$ cat src/rtl/bcd_score_counter_pkg.sv
// bcd_score_counter_pkg: shared BCD digit constants and load-value clamping.
package bcd_score_counter_pkg;
    localparam int DIGIT_W = 4;
    localparam logic [DIGIT_W-1:0] BCD_MAX = 4'd9;
    localparam logic [DIGIT_W-1:0] BCD_MIN = 4'd0;

    function automatic logic [DIGIT_W-1:0] clamp_digit(input logic [DIGIT_W-1:0] d);
        return (d > BCD_MAX) ? BCD_MAX : d;
    endfunction
endpackage

$ cat src/rtl/bcd_score_counter_digit.sv
// bcd_digit: one BCD decade with clear/load/step and a ripple step-out at its terminal value.
module bcd_digit
    import bcd_score_counter_pkg::*;
(
    input  logic               cp,
    input  logic               rst,
    input  logic               step_i,
    input  logic               up_dn_i,
    input  logic               clr_i,
    input  logic               load_i,
    input  logic [DIGIT_W-1:0] load_d_i,
    output logic [DIGIT_W-1:0] q_o,
    output logic               step_o
);
    logic [DIGIT_W-1:0] q_q, q_d;

    always_comb begin
        q_d = clr_i    ? BCD_MIN :
              load_i   ? clamp_digit(load_d_i) :
              !step_i  ? q_q :
              up_dn_i  ? ((q_q == BCD_MAX) ? BCD_MIN : q_q + 4'd1) :
                         ((q_q == BCD_MIN) ? BCD_MAX : q_q - 4'd1);
    end

    always_ff @(posedge cp or posedge rst) begin
        if (rst) q_q <= BCD_MIN;
        else     q_q <= q_d;
    end

    assign q_o    = q_q;
    assign step_o = step_i && (q_q == (up_dn_i ? BCD_MAX : BCD_MIN));
endmodule

$ cat src/rtl/bcd_score_counter.sv
// bcd_score_counter: cascaded up/down BCD counter with load/clear, wrap or saturate
// at the range limits, a registered wrap pulse and a sticky overflow flag.
module bcd_score_counter
    import bcd_score_counter_pkg::*;
#(
    parameter int DIGITS   = 3,
    parameter bit SATURATE = 1'b0
) (
    input  logic                        cp,
    input  logic                        rst,
    input  logic                        en,
    input  logic                        pause,
    input  logic                        endgame,
    input  logic                        up_dn,
    input  logic                        clr,
    input  logic                        load,
    input  logic [DIGIT_W*DIGITS-1:0]   load_val,
    output logic [DIGIT_W*DIGITS-1:0]   Q,
    output logic                        wrap,
    output logic                        ovf,
    output logic                        at_limit
);
    logic [DIGITS:0] carry;
    logic            step_go;
    logic            wrap_q, wrap_d;
    logic            ovf_q, ovf_d;

    assign step_go  = en && !pause && !endgame;
    assign at_limit = (Q == (up_dn ? {DIGITS{BCD_MAX}} : {DIGITS{BCD_MIN}}));
    // In saturate mode a step at the limit is swallowed before it reaches the chain.
    assign carry[0] = step_go && !(SATURATE && at_limit);

    for (genvar i = 0; i < DIGITS; i++) begin : g_digit
        bcd_digit u_digit (
            .cp       (cp),
            .rst      (rst),
            .step_i   (carry[i]),
            .up_dn_i  (up_dn),
            .clr_i    (clr),
            .load_i   (load),
            .load_d_i (load_val[DIGIT_W*i +: DIGIT_W]),
            .q_o      (Q[DIGIT_W*i +: DIGIT_W]),
            .step_o   (carry[i+1])
        );
    end

    // A step leaving the top decade means the whole count rolled over.
    always_comb begin
        wrap_d = !clr && !load && carry[DIGITS];
        ovf_d  = (clr || load) ? 1'b0 : (ovf_q || (step_go && at_limit));
    end

    always_ff @(posedge cp or posedge rst) begin
        if (rst) begin
            wrap_q <= 1'b0;
            ovf_q  <= 1'b0;
        end else begin
            wrap_q <= wrap_d;
            ovf_q  <= ovf_d;
        end
    end

    assign wrap = wrap_q;
    assign ovf  = ovf_q;
endmodule

$ cat config.mk
export PLATFORM = sky130hd
export DESIGN_NAME = bcd_score_counter
export DESIGN_NICKNAME = d
export VERILOG_FILES = /design/src/rtl/bcd_score_counter_pkg.sv /design/src/rtl/bcd_score_counter_digit.sv /design/src/rtl/bcd_score_counter.sv
export SDC_FILE = /design/constraint.sdc
export NUM_CORES = 1
export LEC_CHECK = 0
export CAP_MARGIN = 25
export CELL_PAD_IN_SITES_DETAIL_PLACEMENT = 0
export CELL_PAD_IN_SITES_GLOBAL_PLACEMENT = 2
export CORE_MARGIN = 2
export CORE_UTILIZATION = 29
export CTS_BUF_LIST = sky130_fd_sc_hd__clkbuf_4 sky130_fd_sc_hd__clkbuf_8
export DETAILED_ROUTE_END_ITERATION = 8
export PLACE_DENSITY_LB_ADDON = 0.1
export SLEW_MARGIN = 10
export SYNTH_ARGS = -nofsm -noshare
export SYNTH_HDL_FRONTEND = slang
export SYNTH_HIERARCHICAL = 1
export SYNTH_SLANG_ARGS = --single-unit
$ cat constraint.sdc
create_clock -name cp -period 3.6 [get_ports cp]
set_clock_uncertainty 0.05 [all_clocks]
set_input_delay 0.36 -clock cp [delete_from_list [all_inputs] [get_ports cp]]
set_output_delay 0.36 -clock cp [all_outputs]
set_load 0.005 [all_outputs]
---- Word-level counts from Yosys, hierarchy flattened ----
Index checks and enable logic that the tools add are counted.
cells by class
  $add $sub $neg .......................... 6
  eq/ne operators ......................... 7
  reductions and logical operators ........ 20
  $lt $le $gt $ge ......................... 3
  multiplexer cells ....................... 24
operators with widths
  kind                                              number
  2-to-1 mux 4 bit                                  22
  adder 4 x 1 -> 4 bit, second input constant       3
  == test 12 bit                                    1
  == test 4 bit                                     3
  == test 4 bit, second input constant              3
  > comparator 4 bit, second input constant         3
  zero test 4 bit                                   3
  2-to-1 mux 12 bit                                 1
  subtractor 4 x 1 -> 4 bit, second input constant  3
  nonzero test 3 bit                                3
  logical AND 1 bit                                 8
  zero test 1 bit                                   4
  logical OR 1 bit                                  2
  2-to-1 mux 1 bit                                  1
storage, ports and cells
  flip-flop bits (word level) ............. 14
  output and inout bits ................... 15
  logic and storage cells ................. 65
  input port bits ......................... 20

---- Longest topological paths before layout ----
Gate-level depths: netlist of the first run.
  depth in word-level cells ............... 8
  depth in mapped cells ................... 10
  mapped depth without buffers ............ 9

---- Hierarchy ----
Netlist of the first run, hierarchy kept.
modules (own cells, without submodules)
  module             instances  cells an instance  area each (µm²)  seq. area each (µm²)
  bcd_digit          3          52                 415.4            100.1
  bcd_score_counter  1          19                 140.1            50.0

---- Worst setup path before layout of the first run ----
No wires, ideal clock.
  path kind ............................... in2reg
  start point ............................. input port pause
  end point ............................... register g_digit[2].u_digit.q_q[0]
  stages .................................. 9
  buffers on the path ..................... 0
  data required time ...................... 3451 ps
  arrival time ............................ 2853 ps
  setup time .............................. 99 ps
  path slack .............................. 597 ps
  cells stage by stage .................... nor3b_1 -> nand2b_1 -> nor4_1 -> nand2b_1 -> nor4_1 -> o21ai_0 -> o21ai_0 -> nor2_1 -> a311oi_1
between the ends
  longest elaborated chain between the ends .. 6
RTL lines
  element                              line                           source
  start, declared                      bcd_score_counter.sv:12        input logic pause,
  zero test 1 bit                      bcd_score_counter.sv:28        assign step_go = en && !pause && !endgame;
  logical AND 1 bit (2 in a row)       bcd_score_counter.sv:28
  logical AND 1 bit                    bcd_score_counter_digit.sv:31  assign step_o = step_i && (q_q == (up_dn_i ? BCD_MAX : BCD_MIN));
  named net carry[1]                   bcd_score_counter.sv:23        logic [DIGITS:0] carry;
  logical AND 1 bit                    bcd_score_counter_digit.sv:31
  named net carry[2]                   bcd_score_counter.sv:23
  nonzero test 3 bit (no source line)  -
  end signal, assigned                 bcd_score_counter_digit.sv:27  else q_q <= q_d;
  end, declared                        bcd_score_counter_digit.sv:15  logic [DIGIT_W-1:0] q_q, q_d;
The timed path passes the listed nets, and every way through them passes these cells.
A chain may end at the register's enable or synchronous reset.

---- Worst setup path after layout of the first run ----
  start point ............................. input port en
  end point ............................... register g_digit[2].u_digit.q_q[3]
between the ends
  longest elaborated chain between the ends .. 5
RTL lines
  element                              line                           source
  start, declared                      bcd_score_counter.sv:11        input logic en,
  logical AND 1 bit (2 in a row)       bcd_score_counter.sv:28
  named net carry[0]                   bcd_score_counter.sv:23
  logical AND 1 bit                    bcd_score_counter_digit.sv:31
  named net carry[1]                   bcd_score_counter.sv:23
  logical AND 1 bit                    bcd_score_counter_digit.sv:31
  named net carry[2]                   bcd_score_counter.sv:23
  nonzero test 3 bit (no source line)  -
The timed path passes the listed nets, and every way through them passes these cells.

==> summary.txt, run 1 <==
Outcome
  • Run status: complete, no violations

Logic synthesis
  • Netlist Area Pre-Place: 1390 sq um
  • Flip-flop and latch count after synthesis: 14
  • Portion of synthesized cell area occupied by the leading cell type: 25.3%
  • Proportion of synthesized chip area in sequential cells: 25.3%
  • Warnings, synthesis: 6
  • Average size of a mapped cell: 7.92 sq um
  • Biggest area consumer among synthesized cells: dfrtp_1
  • Number of library cell types mapped by synthesis: 30
  • Synthesized netlist net count: 201
  • Ranking of synthesized cells by area: dfrtp_1, nor3b_1, ha_1, o21ai_0, buf_6
  • Gate Count Post-Synth: 175

Global route
  • Remaining Overflow, GRT: 0
  • Antenna violations before repair: 0
  • First-pass GRT wire length: 6.17 mm
  • Vias in the first global route: 1266
  • Maximum number of pins on one net before global-route repair: 32
  • Total GRT Usage: 14.9%

CTS
  • TritonCTS clock tree: yes
  • Number of gates resized after CTS: 0
  • Clock transition time at the flip-flop clock pins of the worst setup and hold paths: 0.07 ns
  • Max Buffers Root-to-Sink: 2
  • Total of hold buffers inserted after clock tree synthesis: 0
  • Clock latency reported for the late side of the worst-skew pair: 0.25 ns
  • Total setup buffers inserted after CTS: 0
  • Count of H-tree levels built during CTS: 1
  • CTS Sinks: 14
  • Root Driver: clkbuf_8
  • Clock buffers created by TritonCTS: 3

Layout
  • Commonest cells after routing, fill and taps aside: clkdlybuf4s50_1, inv_1, o21ai_0
  • Layout cells sized above 1: 9.09%
  • Filler instances: 474
  • Most common cell after layout, fill and taps aside: clkdlybuf4s50_1
  • Area taken by flip-flops and latches: 350 sq um
  • # nets final: 236
  • Diode insertion count for antenna repair: 0
  • Layout overhead on the synthesized area: 31.9%
  • Area used by multi-input combinational logic: 897 sq um

Critical path
  • Nature of the critical path endpoint: flip-flop
  • Data arrival time of the critical path: 2.69 ns
  • Maximum fanout along the worst path: 9
  • Kind of critical path: input pin to flip-flop
  • CP required: 3.68 ns
  • Critical path startpoint category: input pin

Floorplan
  • Die width: 73.1 microns
  • Height of the die: 73.1 microns
  • Area of the core: 4660 sq um
  • Row Count: 25
  • Top-level I/O count: 35
  • Die area: 5350 sq um
  • Effective utilization at floorplan: 29.7%

Drt
  • Detailed-route wire length per cell: 14.4 microns
  • Wire length on met1: 1.81 mm
  • TritonRoute pass-1 iters: 4
  • Overall via count from detail_route: 1380
  • Met2 Wirelength: 1.81 mm
  • Met3 wire len: 117 microns
  • Remaining design rule violation count: 0
  • Iteration-0 DRC Markers: 61
  • Residual antenna-violating net count after detailed routing: 0
  • Vias per cell: 5.25
  • Post-detailed-routing wire length: 3.78 mm
  • Top Layer Used: met4

Timing
  • Slew at the pin with the worst max-slew slack: 0.628 ns
  • Slew Limit Headroom: 58.0%
  • Post-route clock period utilization: 72.5%
  • Number of slew-limit violations in the final report: 0
  • Fmax achieved: 383 MHz
  • Min Tclk post-route: 2.61 ns
  • Worst setup slack after layout: 0.990 ns
  • Count of final hold-check violations: 0
  • Final number of setup-violating endpoints: 0
  • Final TNS setup: 0 ns
  • Min Hold Slack: 0.347 ns
  • Unrepaired setup endpoints after global routing: false

Min path
  • Hold/Removal Path Class: input pin to asynchronous set/reset pin

Pwr
  • Worst voltage drop across the vdd grid: 92.6 uV
  • Power density of the placed cells: 266 nW/um^2
  • Standby leakage power: 0.763 nW

Placement
  • Worst setup timing slack at the placement stage: 0.701 ns
  • HPWL reported at the end of detailed placement: 2.86 mm
  • Quantity of I/O buffers inserted on ports: 34
  • Placer's final routability congestion estimate: 0.746

Run
  • Number of maximum-capacitance constraint violations: 0
[kinds of logic (layout without fill, tap and decap cells)]
| family | Yosys count | after routing | synth area share, % |
|---|---|---|---|
| flops | 14 | 14 | 25.3 |
| compound gates | 50 | 50 | 22.7 |
| xor+xnor | 9 | 9 | 5.69 |
| simple gates | 71 | 71 | 31.0 |
| fa+ha+maj | 6 | 6 | 5.42 |
| buf+inv | 25 | 59 | 10.0 |
[critical path, cell delays in order]
cell and delay, ns:
clkdlybuf4s50_1 0.44, nor3b_1 0.20, buf_4 0.20, nand2b_1 0.06
nor4_1 0.25, buf_4 0.20, nand2b_1 0.06, nor4_1 0.23
buf_4 0.20, nor3b_1 0.23, and3_1 0.21, nor3_2 0.05
[cells in the mapped netlist]
cell type / count
a21oi_1: 10
or3_4: 3
o21ai_1: 3
a31oi_1: 6
and2_1: 1
inv_1: 16
o21ai_0: 15
nor3_1: 7
nor2_1: 13
nor4_1: 5
o31ai_2: 1
ha_1: 6
a311oi_1: 3
dfrtp_1: 14
o31ai_1: 3
xnor2_1: 3
o2bb2ai_1: 3
o21ai_2: 3
nor3b_1: 13
nor2b_1: 3
buf_6: 6
nand2b_1: 3
o211ai_1: 3
xor2_1: 6
and3_1: 9
nor3_2: 3
clkbuf_1: 3
nand3_1: 7
nand2_1: 3
nand4_1: 1
[per-layer routing]
| metal | global-route usage, % | up-vias |
|---|---|---|
| li1 | - | 711 |
| met1 | 19.4 | 639 |
| met2 | 24.6 | 28 |
| met3 | 1.93 | 2 |
| met4 | 5.97 | 0 |
| met5 | 0 | - |
[final timing paths]
path	endpoint	slack, ns	cells after the start	startpoint
setup / recovery	g_digit[2].u_digit/q_o[3]$_DFFE_PP0P_	0.99	12	en
hold / removal	ovf$_DFF_PP0_	0.35	2	rst
hold reg to reg	ovf$_DFF_PP0_	0.46	2	ovf$_DFF_PP0_
min in group cp	ovf$_DFF_PP0_	0.46	2	ovf$_DFF_PP0_
max in group asynchronous	g_digit[2].u_digit/q_o[0]$_DFFE_PP0P_	2.95	2	rst
setup reg to reg	g_digit[2].u_digit/q_o[3]$_DFFE_PP0P_	1.01	10	g_digit[0].u_digit/q_o[0]$_DFFE_PP0P_
[state kept, by name, summed over array words and instances, names as in the netlist]
register and count:
g_digit.u_digit/q_o 12, ovf 1, wrap 1
[layout make-up]
cell class | instances | area share [%]
Tap cell | 54 | 3.70
Inverter | 16 | 3.29
Sequential cell | 14 | 19.2
Clock buffer | 4 | 3.01
Timing Repair Buffer | 39 | 21.8
Multi-Input combinational cell | 136 | 49.1
[power breakdown]
group,internal (mW),switching (mW),total (mW)
registers,0.165,0.0235,0.188
logic,0.0732,0.0630,0.136
clock network,0.0970,0.0641,0.161
[per-stage QoR]
stage	utilization, %	total power [mW]	instance area (sq um)	instances
2_1_floorplan	-	0.268	1390	175
3_3_place_gp	37.4	0.324	1750	258
3_5_place_dp	38.0	0.329	1770	259
4_1_cts	39.2	0.492	1830	263
5_1_grt	39.2	0.521	1830	263
6_report	39.2	0.486	1830	263
Power figures use the tool's default switching activity.
==> inputs of run 2 (changes only) <==
==> constraint.sdc (replaced) <==
create_clock -name cp -period 2.6 [get_ports cp]
set_clock_uncertainty 0.05 [all_clocks]
set_input_delay 0.26 -clock cp [delete_from_list [all_inputs] [get_ports cp]]
set_output_delay 0.26 -clock cp [all_outputs]
set_load 0.005 [all_outputs]
==> run 2 against run 1 <==
Critical path depth shrank 5; global-route usage grew 0.44 points; critical path type is now input pin to output pin; worst setup slack lost 0.69 ns; first-iteration DRC count grew 21%; register-to-register slack lost 0.58 ns; clock-buffer cell count is the same.
==> summary.txt, run 2 (synthesis gave the netlist of run 1 again) <==
Layout
  • Layout overhead on the synthesized area: 33.5%
  • Most common cell after layout, fill and taps aside: clkdlybuf4s50_1
  • # nets final: 240 (+1.7%)
  • Post-route cell area: 1850 sq um (+1.2%)
  • Diode insertion count for antenna repair: 0 (unchanged)
  • Utilization of the core after routing: 39.7% (+0.48 points)
  • Max reg flops: 12 (unchanged)
  • Commonest cells after routing, fill and taps aside: clkdlybuf4s50_1, inv_1, o21ai_0
  • Layout cells sized above 1: 11.7% (+2.6 points)
  • Filler instances: 488 (+3.0%)

Floorplan
  • Row Count: 25 (unchanged)
  • Top-level I/O count: 35 (unchanged)
  • Area of the core: 4660 sq um (unchanged)
  • Effective utilization at floorplan: 29.7% (unchanged)
  • Height of the die: 73.1 microns (unchanged)
  • Die area: 5350 sq um (unchanged)
  • Die width: 73.1 microns (unchanged)

Drt
  • Met2 Wirelength: 1.94 mm (+7.3%)
  • Overall via count from detail_route: 1432 (+3.8%)
  • TritonRoute pass-1 iters: 4 (unchanged)
  • Detailed-route wire length per cell: 14.6 microns (+1.4%)
  • Remaining design rule violation count: 0 (unchanged)
  • Top Layer Used: met4
  • Wire length on met1: 1.82 mm (+0.72%)
  • Residual antenna-violating net count after detailed routing: 0 (unchanged)
  • Post-detailed-routing wire length: 3.89 mm (+2.9%)
  • Vias per cell: 5.36 (+2.2%)
  • Met3 wire len: 91 microns (-22%)
  • Iteration-0 DRC Markers: 74 (+21%)

Global route
  • Maximum number of pins on one net before global-route repair: 35 (+9.4%)
  • Vias in the first global route: 1386 (+9.5%)
  • Remaining Overflow, GRT: 0 (unchanged)
  • First-pass GRT wire length: 6.46 mm (+4.7%)
  • Total GRT Usage: 15.3% (+0.44 points)
  • Antenna violations before repair: 0 (unchanged)

Pwr
  • Clock network power share: 32.7% (-0.5 points)
  • Net Sw Power: 211 uW (+40%)
  • Switching power as a share of total power: 31.2% (+0.20 points)
  • Internal power: 466 uW (+39%)
  • Comb pwr share: 29.7% (+1.6 points)
  • Register share of total power: 37.6% (-1.2 points)
  • Worst voltage drop across the vdd grid: 167 uV (+80%)
  • Standby leakage power: 0.777 nW (+1.8%)
  • Power density of the placed cells: 366 nW/um^2 (+38%)

CTS
  • Total setup buffers inserted after CTS: 0 (unchanged)
  • Count of H-tree levels built during CTS: 1 (unchanged)
  • Root Driver: clkbuf_8
  • Total of hold buffers inserted after clock tree synthesis: 0 (unchanged)
  • Clock latency reported for the late side of the worst-skew pair: 0.25 ns (about the same)
  • Clock transition time at the flip-flop clock pins of the worst setup and hold paths: 0.07 ns (about the same)
  • Number of gates resized after CTS: 0 (unchanged)
  • CTS Sinks: 14 (unchanged)
  • Max Buffers Root-to-Sink: 2 (unchanged)
  • Clock buffers created by TritonCTS: 3 (unchanged)
  • TritonCTS clock tree: yes

Critical path
  • Critical Path Start: up_dn
  • Kind of critical path: input pin to output pin
  • Maximum fanout along the worst path: 21 (+12)
  • Worst setup endpoint: at_limit
  • CP required: 2.29 ns (-1.39 ns)
  • Nature of the critical path endpoint: output pin
  • Worst-case reg-to-reg path depth: 9 (-1)
  • R2R Setup Slk: 0.43 ns (-0.58 ns)
  • Terminus of the critical flop-to-flop path: g_digit[2].u_digit/q_o[1]$_DFFE_PP0P_
  • Data arrival time of the critical path: 1.99 ns (-0.70 ns)
  • Startpoint of the worst register-to-register path: g_digit[0].u_digit/q_o[0]$_DFFE_PP0P_
  • Critical path startpoint category: input pin

Placement
  • Quantity of I/O buffers inserted on ports: 34 (unchanged)
  • Placer's final routability congestion estimate: 0.745 (-0.23%)
  • Worst setup timing slack at the placement stage: 0.00864 ns (-0.693 ns)
  • HPWL reported at the end of detailed placement: 2.87 mm (+0.67%)
  • Instance area after placement: 1800 sq um (+1.3%)

Timing
  • Min Tclk post-route: 2.30 ns
  • Slew Limit Headroom: 59.8% (+1.8 points)
  • Final TNS setup: 0 ns (unchanged)
  • Slew at the pin with the worst max-slew slack: 0.602 ns (-0.0262 ns)
  • Number of slew-limit violations in the final report: 0 (unchanged)
  • Worst setup slack after layout: 0.303 ns (-0.687 ns)
  • Fmax achieved: 435 MHz
  • Count of final hold-check violations: 0 (unchanged)
  • Min Hold Slack: 0.230 ns (-0.116 ns)
  • Post-route clock period utilization: 88.4%
  • Final number of setup-violating endpoints: 0 (unchanged)
  • Unrepaired setup endpoints after global routing: false

Min path
  • Hold/Removal Path Class: input pin to asynchronous set/reset pin

Outcome
  • Run status: complete, no violations

Run
  • Number of maximum-capacitance constraint violations: 0 (unchanged)
run 2: cell count changes in the layout (fill, tap and decap cells not counted), sizes merged:
cell / before / now
buf: 5 / 9
run 2: how the worst min path moves through the flow:
stage | from | end
floorplan | rst | ovf$_DFF_PP0_
global placement | ovf$_DFF_PP0_ | ovf$_DFF_PP0_
detailed placement | ovf$_DFF_PP0_ | ovf$_DFF_PP0_
CTS | rst | wrap$_DFF_PP0_
global route | rst | wrap$_DFF_PP0_
finish | rst | wrap$_DFF_PP0_
run 2: routing by layer:
metal	track usage, %	vias to the layer above
met4	3.91	0
li1	-	710
met2	27.2	28
met5	0	-
met3	2.07	2
met1	19.3	692
run 2: power by group through the flow:
stage / clock network, mW / logic [mW] / registers, mW
floorplan: 0 / 0.121 / 0.252
global placement: 0 / 0.199 / 0.258
detailed placement: 0 / 0.201 / 0.259
CTS: 0.228 / 0.202 / 0.255
global route: 0.241 / 0.224 / 0.258
finish: 0.221 / 0.201 / 0.255
run 2: stage by stage:
| step | power (mW) | instances |
|---|---|---|
| after floorplan | 0.373 | 175 |
| after global placement | 0.457 | 263 |
| after detailed placement | 0.460 | 263 |
| after CTS | 0.685 | 267 |
| after global routing | 0.722 | 267 |
| final | 0.677 | 267 |
run 2: critical path: stages:
cell,delay [ns]
clkdlybuf4s50_1,0.48
buf_4,0.25
nand3_1,0.10
nor2_1,0.11
a21oi_1,0.07
nor2_1,0.17
clkdlybuf4s50_1,0.53
run 2: layout make-up:
class	instances	area (sq um)	share of cell area, %
clock buffers	4	55.1	2.97
inverters	16	60.1	3.25
multi-input cells	136	910	49.2
flip-flops and latches	14	350	18.9
well taps	54	67.6	3.65
repair buffers	43	408	22.0
==> inputs of run 3 (changes only) <==
--- a/config.mk
+++ b/config.mk
@@ -6,7 +6,7 @@
 export NUM_CORES = 1
 export LEC_CHECK = 0
 export CAP_MARGIN = 25
-export CELL_PAD_IN_SITES_DETAIL_PLACEMENT = 0
+export CELL_PAD_IN_SITES_DETAIL_PLACEMENT = 1
 export CELL_PAD_IN_SITES_GLOBAL_PLACEMENT = 2
 export CORE_MARGIN = 2
 export CORE_UTILIZATION = 29
==> run 3 against run 2 <==
Combinational power is essentially flat; worst hold slack gained 0.028 ns; routed wire length grew 9.1%; maximum frequency decreased by 0.17%; non-clock buffer count is the same; cell area stayed put; first-iteration DRC count shrank 16%; cell count did not move; largest power group unchanged; highest routed layer unchanged; via count up 2.9%; core utilization stayed put; clock power hardly changed; worst setup slack worse by 0.0039 ns.
==> summary.txt, run 3 (synthesis gave the netlist of run 1 again) <==
Outcome
  • Run status: complete, no violations

Global route
  • First-pass GRT wire length: 7.39 mm (+14%)
  • Vias in the first global route: 1520 (+9.7%)
  • Maximum number of pins on one net before global-route repair: 35 (unchanged)
  • Remaining Overflow, GRT: 0 (unchanged)
  • Total GRT Usage: 17.6% (+2.3 points)
  • Antenna violations before repair: 0 (unchanged)

Layout
  • Max reg flops: 12 (unchanged)
  • Filler instances: 576 (+18%)
  • Count of non-filler cells in the finished layout: 267 (unchanged)
  • # nets final: 240 (unchanged)
  • Diode insertion count for antenna repair: 0 (unchanged)
  • Commonest cells after routing, fill and taps aside: clkdlybuf4s50_1, inv_1, o21ai_0
  • Layout cells sized above 1: 11.7% (unchanged)
  • Most common cell after layout, fill and taps aside: clkdlybuf4s50_1
  • Layout overhead on the synthesized area: 33.5% (unchanged)

Timing
  • Count of final hold-check violations: 0 (unchanged)
  • Min Tclk post-route: 2.30 ns (+0.00392 ns)
  • Post-route clock period utilization: 88.5% (+0.15 points)
  • Final number of setup-violating endpoints: 0 (unchanged)
  • Fmax achieved: 435 MHz (-0.17%)
  • Slew at the pin with the worst max-slew slack: 0.640 ns (+0.0389 ns)
  • Final TNS setup: 0 ns (unchanged)
  • Slew Limit Headroom: 57.2% (-2.6 points)
  • Unrepaired setup endpoints after global routing: false
  • Worst setup slack after layout: 0.299 ns (-0.00392 ns)
  • Min Hold Slack: 0.258 ns (+0.0276 ns)
  • Number of slew-limit violations in the final report: 0 (unchanged)

Critical path
  • R2R Setup Slk: 0.42 ns (about the same)
  • Data arrival time of the critical path: 2.44 ns (+0.45 ns)
  • Nature of the critical path endpoint: flip-flop
  • Count of buffer and inverter cells on the critical path: 3 (unchanged)
  • Slowest cell on the critical path: clkdlybuf4s50_1
  • Maximum fanout along the worst path: 7 (-67%)
  • Worst stage delay on the critical path: 0.48 ns (-0.05 ns)
  • Critical-path cell list: clkdlybuf4s50_1 > inv_1 > ha_1 > nor4_2 > nand2b_1 > nor4_2 > buf_4 > nand2b_1 > nor4_1 > and2_1
  • Critical path startpoint category: input pin
  • Kind of critical path: input pin to flip-flop
  • CP required: 2.74 ns (+0.45 ns)
  • Largest delay contributor family on the critical path: simple AND/OR/NAND/NOR gates

Floorplan
  • Die area: 5350 sq um (unchanged)
  • Height of the die: 73.1 microns (unchanged)
  • Die width: 73.1 microns (unchanged)
  • Row Count: 25 (unchanged)
  • Top-level I/O count: 35 (unchanged)
  • Area of the core: 4660 sq um (unchanged)
  • Effective utilization at floorplan: 29.7% (unchanged)

CTS
  • Total of hold buffers inserted after clock tree synthesis: 0 (unchanged)
  • Number of gates resized after CTS: 0 (unchanged)
  • Clock transition time at the flip-flop clock pins of the worst setup and hold paths: 0.06 ns (about the same)
  • Total setup buffers inserted after CTS: 0 (unchanged)
  • Root Driver: clkbuf_8
  • CTS Sinks: 14 (unchanged)
  • Count of H-tree levels built during CTS: 1 (unchanged)
  • Clock latency reported for the late side of the worst-skew pair: 0.25 ns (about the same)
  • Clock buffers created by TritonCTS: 3 (unchanged)
  • TritonCTS clock tree: yes
  • Max Buffers Root-to-Sink: 2 (unchanged)

Drt
  • Residual antenna-violating net count after detailed routing: 0 (unchanged)
  • Post-detailed-routing wire length: 4.25 mm (+9.1%)
  • TritonRoute pass-1 iters: 4 (unchanged)
  • Remaining design rule violation count: 0 (unchanged)
  • Detailed-route wire length per cell: 15.9 microns (+9.1%)
  • Iteration-0 DRC Markers: 62 (-16%)
  • Vias per cell: 5.52 (+2.9%)
  • Overall via count from detail_route: 1474 (+2.9%)

Pwr
  • Power density of the placed cells: 367 nW/um^2 (+0.33%)
  • Standby leakage power: 0.777 nW (unchanged)
  • Worst voltage drop across the vdd grid: 255 uV (+53%)
  • Overall Power: 680 uW (+0.33%)

Run
  • Number of maximum-capacitance constraint violations: 0 (unchanged)

Placement
  • Placer's final routability congestion estimate: 0.745 (unchanged)
  • Worst setup timing slack at the placement stage: 0.00442 ns (-0.00422 ns)
  • Quantity of I/O buffers inserted on ports: 34 (unchanged)
  • HPWL reported at the end of detailed placement: 3.25 mm (+13%)
  • Number of cells in the design after placement: 263 (unchanged)

Min path
  • Hold/Removal Path Class: input pin to asynchronous set/reset pin
run 3: cell counts in the layout (fill, tap and decap cells not counted):
Identical to the previous run, type by type.
run 3: path summary, 6_finish.rpt:
check                                                      start                               endpoint  cells after the start
max                                                        up_dn                         wrap$_DFF_PP0_                     10
min                                                          rst                         wrap$_DFF_PP0_                      2
max reg2reg                g_digit[0].u_digit/q_o[0]$_DFFE_PP0P_                         wrap$_DFF_PP0_                      9
min reg2reg                                        ovf$_DFF_PP0_                          ovf$_DFF_PP0_                      2
max in group asynchronous                                    rst  g_digit[2].u_digit/q_o[0]$_DFFE_PP0P_                      2
min in group cp                                    ovf$_DFF_PP0_                          ovf$_DFF_PP0_                      2
run 3: where the power goes:
group | switching, mW | internal (mW)
registers | 0.0264 | 0.228
clock network | 0.0865 | 0.134
logic | 0.101 | 0.103
total | 0.214 | 0.466
run 3: area by class of cell:
cell class,count,area [sq um],share of cell area [%]
multi-input cells,136,910,49.2
repair buffers,43,408,22.0
flip-flops and latches,14,350,18.9
well taps,54,67.6,3.65
inverters,16,60.1,3.25
clock buffers,4,55.1,2.97
run 3: through the flow:
stage | utilization [%] | cell area (sq um)
finish | 39.7 | 1850
global route | 39.7 | 1850
CTS | 39.7 | 1850
detailed placement | 38.5 | 1800
global placement | 38.5 | 1800
floorplan | - | 1400
run 3: worst register-to-register path, cell delays in order (launching register included):
cell      delay [ns]
dfrtp_1         0.38
inv_1           0.10
ha_1            0.26
nor4_2          0.30
nand2b_1        0.10
nor4_2          0.26
buf_4           0.20
nand2b_1        0.06
nor4_1          0.25
and2_1          0.17
run 3: per-layer routing:
layer  track usage (%)  vias to the layer above  routed length (microns)
met5                 0                        -                        0
met4              4.53                        0                       55
met3              2.62                        4                       90
met2              30.4                       25                     2190
met1              22.7                      735                     1910
li1                  -                      710                        -
